## config.mk

```make
export PLATFORM = sky130hd
export DESIGN_NAME = stopwatch_ctrl_flat
export DESIGN_NICKNAME = d
export VERILOG_FILES = /design/src/rtl/stopwatch_ctrl_pkg.sv /design/src/rtl/stopwatch_ctrl_if.sv /design/src/rtl/stopwatch_ctrl_key_debounce.sv /design/src/rtl/stopwatch_ctrl.sv /design/src/flat_wrapper.sv
export SDC_FILE = /design/constraint.sdc
export NUM_CORES = 1
export LEC_CHECK = 0
export CAP_MARGIN = 20
export CORE_MARGIN = 2
export CORE_UTILIZATION = 60
export CTS_CLUSTER_SIZE = 12
export DETAILED_ROUTE_END_ITERATION = 8
export PLACE_DENSITY_LB_ADDON = 0.08
export SETUP_SLACK_MARGIN = 0.4
export SYNTH_ARGS = -nofsm -noshare
export SYNTH_HDL_FRONTEND = slang
export SYNTH_SLANG_ARGS = --single-unit
```

## constraint.sdc

```tcl
create_clock -name clk -period 3.4 [get_ports clk]
set_clock_uncertainty 0.05 [all_clocks]
set_input_delay 0.85 -clock clk [delete_from_list [all_inputs] [get_ports clk]]
set_output_delay 0.85 -clock clk [all_outputs]
set_load 0.03 [all_outputs]
```

## src/rtl/stopwatch_ctrl_pkg.sv

```systemverilog
// Shared types and constants for the stopwatch front-end control stage:
// FSM state encoding, key index constants, default timing values and the
// pure next-state decode used by the control FSM.
package stopwatch_pkg;

   typedef enum logic [1:0] {
      STOPPED = 2'd0,
      RUNNING = 2'd1,
      PAUSED  = 2'd2,
      LAP     = 2'd3
   } state_t;

   localparam int KEY_START = 0;
   localparam int KEY_LAP   = 1;

   localparam int DEFAULT_DEBOUNCE_CYCLES = 1000000;    // 20 ms at 50 MHz
   localparam int DEFAULT_SYNC_STAGES     = 2;
   localparam int DEFAULT_LONG_CYCLES     = 100000000;  // 2 s at 50 MHz

   typedef struct packed {
      state_t state;
      logic   clear;
   } step_t;

   // Next state and clear request for one clock. A long-press hit overrides
   // everything; otherwise the lap/clear key wins over start/stop when both
   // press events land in the same clock.
   function automatic step_t fsm_step(input state_t cur,
                                      input logic   press_start,
                                      input logic   press_lap,
                                      input logic   long_hit);
      step_t s;
      // NOTE: defaults first so every path assigns, keeping the decode purely combinational.
      s.state = cur;
      s.clear = 1'b0;
      if (long_hit) begin
         s.state = STOPPED;
         s.clear = 1'b1;
      end else if (press_lap) begin
         case (cur)
            STOPPED: begin s.state = STOPPED; s.clear = 1'b1; end
            RUNNING: s.state = LAP;
            LAP:     s.state = RUNNING;
            PAUSED:  begin s.state = STOPPED; s.clear = 1'b1; end
            default: s.state = STOPPED;
         endcase
      end else if (press_start) begin
         case (cur)
            STOPPED: s.state = RUNNING;
            RUNNING: s.state = PAUSED;
            LAP:     s.state = PAUSED;
            PAUSED:  s.state = RUNNING;
            default: s.state = STOPPED;
         endcase
      end
      return s;
   endfunction

endpackage

```

## src/rtl/stopwatch_ctrl_if.sv

```systemverilog
// Key inputs and control outputs of the stopwatch front-end, bundled so the
// datapath side (master) and the controller (slave) share one connection.
interface stopwatch_ctrl_if;
   import stopwatch_pkg::*;

   logic [1:0] key_n;    // raw active-low buttons: [0] start/stop, [1] lap/clear
   logic       run;      // count enable level
   logic       freeze;   // display holds the latched lap value
   logic       clear;    // one-clk counter reset pulse
   state_t     state_o;  // current FSM state for debug LEDs

   modport master (output key_n, input run, freeze, clear, state_o);
   modport slave  (input key_n, output run, freeze, clear, state_o);
endinterface

```

## src/rtl/stopwatch_ctrl_key_debounce.sv

```systemverilog
// One push-button front-end: SYNC_STAGES-deep synchroniser, saturating
// debounce counter that accepts a new level after DEBOUNCE_CYCLES identical
// samples, and a one-clk press pulse on the accepted 1->0 transition.
module key_debounce
   import stopwatch_pkg::*;
#(
   parameter int DEBOUNCE_CYCLES = DEFAULT_DEBOUNCE_CYCLES,
   parameter int SYNC_STAGES     = DEFAULT_SYNC_STAGES
) (
   input  logic clk,
   input  logic rst_n,
   input  logic key_n_raw,
   output logic level,
   output logic press
);

   localparam int             CW       = (DEBOUNCE_CYCLES > 1) ? $clog2(DEBOUNCE_CYCLES) : 1;
   localparam logic [CW-1:0]  CNT_LAST = CW'(DEBOUNCE_CYCLES - 1);

   logic [SYNC_STAGES-1:0] sync_q;
   logic                   synced;
   logic [CW-1:0]          cnt;

   // Plain shift-register synchroniser; resets to the released level.
   always_ff @(posedge clk or negedge rst_n) begin
      // NOTE: sequential state uses non-blocking assignments so every flop samples pre-edge values.
      if (!rst_n) sync_q <= '1;
      else        sync_q <= {sync_q[SYNC_STAGES-2:0], key_n_raw};
   end

   assign synced = sync_q[SYNC_STAGES-1];

   // Count consecutive differing samples; accept the new level and flag a press on 1->0.
   always_ff @(posedge clk or negedge rst_n) begin
      if (!rst_n) begin
         level <= 1'b1;
         cnt   <= '0;
         press <= 1'b0;
      end else begin
         press <= 1'b0;
         if (synced == level) begin
            cnt <= '0;
         end else if (cnt == CNT_LAST) begin
            level <= synced;
            cnt   <= '0;
            press <= ~synced;
         end else begin
            cnt <= cnt + 1'b1;
         end
      end
   end

endmodule

```

## src/rtl/stopwatch_ctrl.sv

```systemverilog
// Stopwatch front-end control stage: debounces the start/stop and lap/clear
// keys and runs the STOPPED/RUNNING/PAUSED/LAP state machine that drives
// run, freeze and the one-clk clear pulse. Outputs are registered from the
// next state.
// Optional build macro: STOPWATCH_CTRL_LONGPRESS_EN adds a long-press clear
// on the lap/clear key after LONG_CYCLES of continuous hold.
module stopwatch_ctrl
   import stopwatch_pkg::*;
#(
   parameter int DEBOUNCE_CYCLES = DEFAULT_DEBOUNCE_CYCLES,
   parameter int SYNC_STAGES     = DEFAULT_SYNC_STAGES,
   parameter int LONG_CYCLES     = DEFAULT_LONG_CYCLES
) (
   input logic             clk,
   input logic             rst_n,
   stopwatch_ctrl_if.slave bus
);

   if (SYNC_STAGES < 2 || DEBOUNCE_CYCLES < 1 || LONG_CYCLES < 2) begin : g_param_check
      $error("stopwatch_ctrl: SYNC_STAGES >= 2, DEBOUNCE_CYCLES >= 1, LONG_CYCLES >= 2 required");
   end

   logic   start_level, lap_level;
   logic   press_start, press_lap;
   logic   long_hit;
   state_t state;
   logic   run_lvl, freeze_lvl, clear_pulse;
   step_t  step;

   key_debounce #(
      .DEBOUNCE_CYCLES (DEBOUNCE_CYCLES),
      .SYNC_STAGES     (SYNC_STAGES)
   ) u_key_start (
      .clk       (clk),
      .rst_n     (rst_n),
      .key_n_raw (bus.key_n[KEY_START]),
      .level     (start_level),
      .press     (press_start)
   );

   key_debounce #(
      .DEBOUNCE_CYCLES (DEBOUNCE_CYCLES),
      .SYNC_STAGES     (SYNC_STAGES)
   ) u_key_lap (
      .clk       (clk),
      .rst_n     (rst_n),
      .key_n_raw (bus.key_n[KEY_LAP]),
      .level     (lap_level),
      .press     (press_lap)
   );

`ifdef STOPWATCH_CTRL_LONGPRESS_EN
   localparam int            HW        = $clog2(LONG_CYCLES);
   localparam logic [HW-1:0] HOLD_LAST = HW'(LONG_CYCLES - 1);

   logic [HW-1:0] hold_cnt;
   logic          lockout;
   logic          unused_level;

   assign unused_level = start_level;

   // Time the debounced lap key hold; lock out repeats until the key is released.
   always_ff @(posedge clk or negedge rst_n) begin
      if (!rst_n) begin
         hold_cnt <= '0;
         lockout  <= 1'b0;
      end else if (lap_level) begin
         hold_cnt <= '0;
         lockout  <= 1'b0;
      end else if (!lockout) begin
         if (hold_cnt == HOLD_LAST) lockout  <= 1'b1;
         else                       hold_cnt <= hold_cnt + 1'b1;
      end
   end

   assign long_hit = !lap_level && !lockout && (hold_cnt == HOLD_LAST);
`else
   logic unused_levels;

   assign unused_levels = start_level ^ lap_level;
   assign long_hit      = 1'b0;
`endif

   assign step = fsm_step(state, press_start, press_lap, long_hit);

   // Control FSM; outputs are registered and decoded from the next state.
   always_ff @(posedge clk or negedge rst_n) begin
      if (!rst_n) begin
         state       <= STOPPED;
         run_lvl     <= 1'b0;
         freeze_lvl  <= 1'b0;
         clear_pulse <= 1'b0;
      end else begin
         state       <= step.state;
         run_lvl     <= (step.state == RUNNING) || (step.state == LAP);
         freeze_lvl  <= (step.state == LAP);
         clear_pulse <= step.clear;
      end
   end

   assign bus.run     = run_lvl;
   assign bus.freeze  = freeze_lvl;
   assign bus.clear   = clear_pulse;
   assign bus.state_o = state;

endmodule

```

## src/flat_wrapper.sv

```systemverilog
// flat-port wrapper written by rule: the top's interface ports become plain ports
module stopwatch_ctrl_flat import stopwatch_pkg::*;
#(
   parameter int DEBOUNCE_CYCLES = DEFAULT_DEBOUNCE_CYCLES,
   parameter int SYNC_STAGES     = DEFAULT_SYNC_STAGES,
   parameter int LONG_CYCLES     = DEFAULT_LONG_CYCLES
)
  (clk, rst_n, bus_key_n, bus_run, bus_freeze, bus_clear, bus_state_o);
  stopwatch_ctrl_if bus_i ();
  input logic clk;
  input logic rst_n;
  input wire logic [$bits(bus_i.key_n)-1:0] bus_key_n;
  output wire logic [$bits(bus_i.run)-1:0] bus_run;
  output wire logic [$bits(bus_i.freeze)-1:0] bus_freeze;
  output wire logic [$bits(bus_i.clear)-1:0] bus_clear;
  output wire logic [$bits(bus_i.state_o)-1:0] bus_state_o;
  assign bus_i.key_n = bus_key_n;
  assign bus_run = bus_i.run;
  assign bus_freeze = bus_i.freeze;
  assign bus_clear = bus_i.clear;
  assign bus_state_o = bus_i.state_o;
  stopwatch_ctrl #(.DEBOUNCE_CYCLES(DEBOUNCE_CYCLES), .SYNC_STAGES(SYNC_STAGES), .LONG_CYCLES(LONG_CYCLES)) u_core (.clk(clk), .rst_n(rst_n), .bus(bus_i));
endmodule
```

Yosys cells after proc, flatten, opt, wreduce, memory -nomap -nowiden

Cells that the tools add are included.

Bits in registers: 53
Input bits: 4
Output and inout bits: 5
Word-level logic and storage cells: 47

Add/subtract/negate cells: 2
Eq/ne operators: 9
Multiplexer cells: 14
Bitwise gates (word level): 4
Reductions and logical operators: 6

Operators with widths:

| operator              | number |
|---|---|
| $mux 20               | 4 |
| $add 20x1->20 const B | 2 |
| $eq 20x20->1 const B  | 2 |
| $eq 2x2->1 const B    | 3 |
| $mux 1                | 6 |
| $pmux 2 s3            | 1 |
| $eq 2x1->1 const B    | 2 |
| $mux 2                | 2 |
| $not 1->1             | 4 |
| $pmux 2 s2            | 1 |
| $reduce_and 2->1      | 2 |
| $reduce_or 2->1       | 2 |
| $eq 1x1->1            | 2 |
| $logic_not 2->1       | 1 |
| $logic_or 1x1->1      | 1 |

Depth between registers and ports, before layout

Depth after elaboration: 7
Mapped depth: 6
Mapped depth without buffers: 5

Hierarchy

From an unflattened synthesis, not the netlist that was laid out.

Cell total of the unflattened synthesis: 245
Area, all modules: 2449.8 um^2

Modules (own cells, without submodules):

| module         | instances | cells an instance | area an instance (um^2) |
|---|---|---|---|
| key_debounce   | 2         | 116               | 1139.8 |
| stopwatch_ctrl | 1         | 13                | 170.2 |

Worst setup path before layout

OpenSTA, ideal clock, no wires.

Kind: reg2reg
Start point: reg u_core.u_key_lap.cnt[0]
End point: reg u_core.u_key_lap.cnt[18]
Library setup time: 0.133 ns
Data arrival time: 1.501 ns
Setup slack: 1.716 ns
Stages on the path, launching flop included: 6
Path buffers: 0
Path through: dfrtp_1 -> ha_1 -> nand3_1 -> nor4_1 -> a31o_2 -> a21oi_1

Cells in the longest elaborated chain, start to end: 3
Elaborated cells between the ends (all ways): 4
Classes of those cells: add/sub: 1; eq/ne: 1; mux: 2

Ends and longest elaborated chain:

| what                                                 | line                                                                 | text |
|---|---|---|
| start: declaration                                   | stopwatch_ctrl_key_debounce.sv:22                                    | `logic [CW-1:0] cnt;` |
| start signal: assignment                             | stopwatch_ctrl_key_debounce.sv:48                                    | `cnt <= cnt + 1'b1;` |
| $add 20x1->20 / $eq 20x20->1 (equally long branches) | stopwatch_ctrl_key_debounce.sv:48, stopwatch_ctrl_key_debounce.sv:43 |  |
| $mux 20 (*)                                          | stopwatch_ctrl_key_debounce.sv:43                                    | `end else if (cnt == CNT_LAST) begin` |
| $mux 20 (*)                                          | stopwatch_ctrl_key_debounce.sv:41                                    | `if (synced == level) begin` |

Mark *: on every way between the ends. The rest lies on a longest branch, timed or not.
A chain may end at the register's enable or synchronous reset.

Worst setup path after layout

Start point: reg u_core.state[0], in the netlist u_core.bus.state_o[0]
End point: out bus_state_o[0]

RTL lines:

| what                     | line                 | text |
|---|---|---|
| start: declaration       | stopwatch_ctrl.sv:26 | `state_t state;` |
| start signal: assignment | stopwatch_ctrl.sv:94 | `state <= step.state;` |
| end: declaration         | flat_wrapper.sv:16   | `output wire logic [$bits(bus_i.state_o)-1:0] bus_state_o;` |

No word-level cell between the ends.

==> impl_metrics.yaml <==
logic_synthesis:
  netlist_area_um2: 2494
  synth.avg_cell_area_um2: 10.39
  ys_warn_count: 0
  async_flop_share_pct: 100.0
  yosysSeqAreaShare_pct: 53.49
  synth-seq-cells: 53
  synth_ff_type: "dfrtp_1"
  synthDistinctLibCells: 39
  synth_edf_count: 0
  synth_cells: 240
  synth_nets: 246
worst_setup_path:
  crit_buf_inv: 1
  worst_ep_arrival_time_ns: 1.49
  cp_slowest_stage_delay_ns: 0.72
  cp.depth: 1
  reg2reg_slack_ns: 1.38
  slowest_stage: "clkdlybuf4s50_1"
  reg2reg_from: "u_core.u_key_start.cnt[4]$_DFF_PN0_"
  critPathLaunchType: "flop"
  worstRegToRegCells: 4
  critical_path.top_delay_family: "buffers and inverters"
  path_cells: "clkdlybuf4s50_1"
  cp_max_fo: 7
  r2r-end: "u_core.u_key_start.cnt[19]$_DFF_PN0_"
  end_kind: "output port"
  critical_path_class: "flop to output port"
  required_ns: 2.50
cells_and_area:
  diodes: 0
  most-common-layout-cells: "dfrtp_1, nor2_1, xnor2_1"
  syn_to_final_growth_pct: 8.881
  layout.nets: 259
  layout_commonest_cell: "dfrtp_1"
  drive_gt1_share_pct: 11.02
  final_util_pct: 67.88
sta:
  fin_crit_sh_pct: 70.43
  rsz0062_at_grt: "no"
  finalHoldViolations: 0
  fmax_mhz: 417.6
  setup_viol: 0
  setup_tns_ns: 0
  hold_slack_ns: 0.3097
  drv_slew: 0
  tightest_slew_ns: 0.6725
  finalCriticalPeriod_ns: 2.395
  relSlewSlack_pct: 55.16
clock_tree:
  cts_root_buffer: "clkbuf_8"
  clock-sinks: 53
  insertion_delay_ns: 0.30
  postCtsResizedCells: 0
  cts_inserted_buffers: 5
  path_clk_slew_ns: 0.09
  clockBufferDepth: 2
  post_cts_buffers: 0
  cts_hold_buffers: 0
  cts_tree: "done"
  htreeDepth: 2
global_route:
  grt_antenna_before_repair: 0
  grt_max_degree: 38
  grt_usage_pct: 20.67
  overflow: 0
  grt_pass1_wl_mm: 7.148
  grt_pass1_vias: 1596
placed_design:
  port_buffers: 8
  post-dp-hpwl_mm: 2.988
  gp_congestion: 0.8081
power_and_ir_drop:
  ir_drop_uv: 311.6
  pwr_density_cell_nw_per_um2: 377.1
  p_leak_nw: 1.073
  power_mw: 1.024
drt:
  vias_per_cell: 5.625
  detail-route-antenna-nets: 0
  drtIter0Drc: 158
  vias: 1710
  routed_wl_mm: 4.251
  route.detailed.drc: 0
  firstDrtPassIters: 4
  wl_per_cell_um: 13.98
hold_path:
  hold_path.class: "flop to flop"
  hold_end: "u_core.u_key_start.sync_q[1]$_DFF_PN1_"
  hp-start: "u_core.u_key_start.sync_q[0]$_DFF_PN1_"
  hold_depth: 0
floorplanning:
  coreArea_um2: 4000
  num_rows: 23
  die_y_um: 68.47
  die_w_um: 68.47
  dieArea_um2: 4687
  start_util_pct: 62.34
  ioPinCount: 9
status:
  outcome: "completed"
job:
  max_cap_violations: 0
worst max-delay path by stage:
| stage | from | end | slack, ns |
|---|---|---|---|
| final | u_core.bus.state_o[0]$_DFF_PN0_ | bus_state_o[0] | 1.01 |
| after global routing | u_core.bus.state_o[0]$_DFF_PN0_ | bus_state_o[0] | 0.95 |
| after CTS | u_core.bus.state_o[0]$_DFF_PN0_ | bus_state_o[0] | 1.0 |
| after detailed placement | u_core.bus.state_o[0]$_DFF_PN0_ | bus_state_o[0] | 1.34 |
| after global placement | u_core.bus.state_o[0]$_DFF_PN0_ | bus_state_o[0] | 1.37 |
| after floorplan | u_core.u_key_lap.cnt[0]$_DFF_PN0_ | u_core.u_key_lap.cnt[18]$_DFF_PN0_ | 1.72 |
synthesized netlist by cell type (2+ instances only):
cell / count / area share, %
a21oi_1: 4 / 0.80
and3_1: 4 / 1.0
and4_1: 2 / 0.70
buf_2: 3 / 0.60
dfrtp_1: 47 / 47
dfstp_2: 6 / 6.3
ha_1: 2 / 1.0
inv_1: 9 / 1.4
mux2_2: 2 / 0.90
mux2i_1: 2 / 0.80
nand2_1: 10 / 1.5
nand3_1: 12 / 2.4
nand4_1: 10 / 2.5
nand4_2: 3 / 1.5
nor2_1: 43 / 6.5
nor2b_1: 4 / 1.0
nor3_1: 10 / 2.0
nor4_1: 10 / 2.5
nor4b_1: 2 / 0.70
o21ai_0: 3 / 0.60
o221ai_1: 2 / 0.70
or3_1: 2 / 0.50
xnor2_1: 25 / 8.8
xor2_1: 8 / 2.8
flip-flops by register name (all words and copies together) (netlist names), 2 cells and up:
name / count
u_core.u_key_start.cnt: 20
u_core.u_key_start.sync_q: 2
u_core.bus.state_o: 2
u_core.u_key_lap.sync_q: 2
u_core.u_key_lap.cnt: 20
routing by layer:
metal  up-vias  track usage (%)  routed length [um]
met5         -                0                   0
met4         0            7.750                  63
li1        864                -                   -
met1       816            29.57                2279
met3         7            4.605                 128
met2        23            30.65                1779
power breakdown:
part           internal, mW  leakage (nW)  switching [mW]
clock network         0.143        0.0450           0.197
registers             0.640         0.714         0.00848
logic                0.0107         0.313          0.0245
logic make-up after synthesis:
logic type,Yosys count,share of synthesized area (%)
and+or+nand+nor,121,26.34
DFF,53,53.49
xor gates and xnor gates,33,11.59
AOI/OAI and AO/OA,14,3.764
buffers and inverters,13,2.107
muxes,4,1.706
adders and majority gates,2,1.003
through the flow:
stage	cells	cell area (um^2)	worst slack, ns
2_1_floorplan	240	2494	1.716
3_3_place_gp	296	2633	1.366
3_5_place_dp	296	2633	1.339
4_1_cts	304	2715	0.9950
5_1_grt	304	2715	0.9488
6_report	304	2715	1.005
area by class of cell:
cell class	instances	area, um^2
tap	50	62.56
timing repair buffer	10	90.09
sequential	53	1334
multi-input combinational	174	1112
inverter	9	33.78
fill	337	1285
clock inverter	2	10.01
clock buffer	6	72.57
No activity file was read; power rests on OpenSTA's default activity.
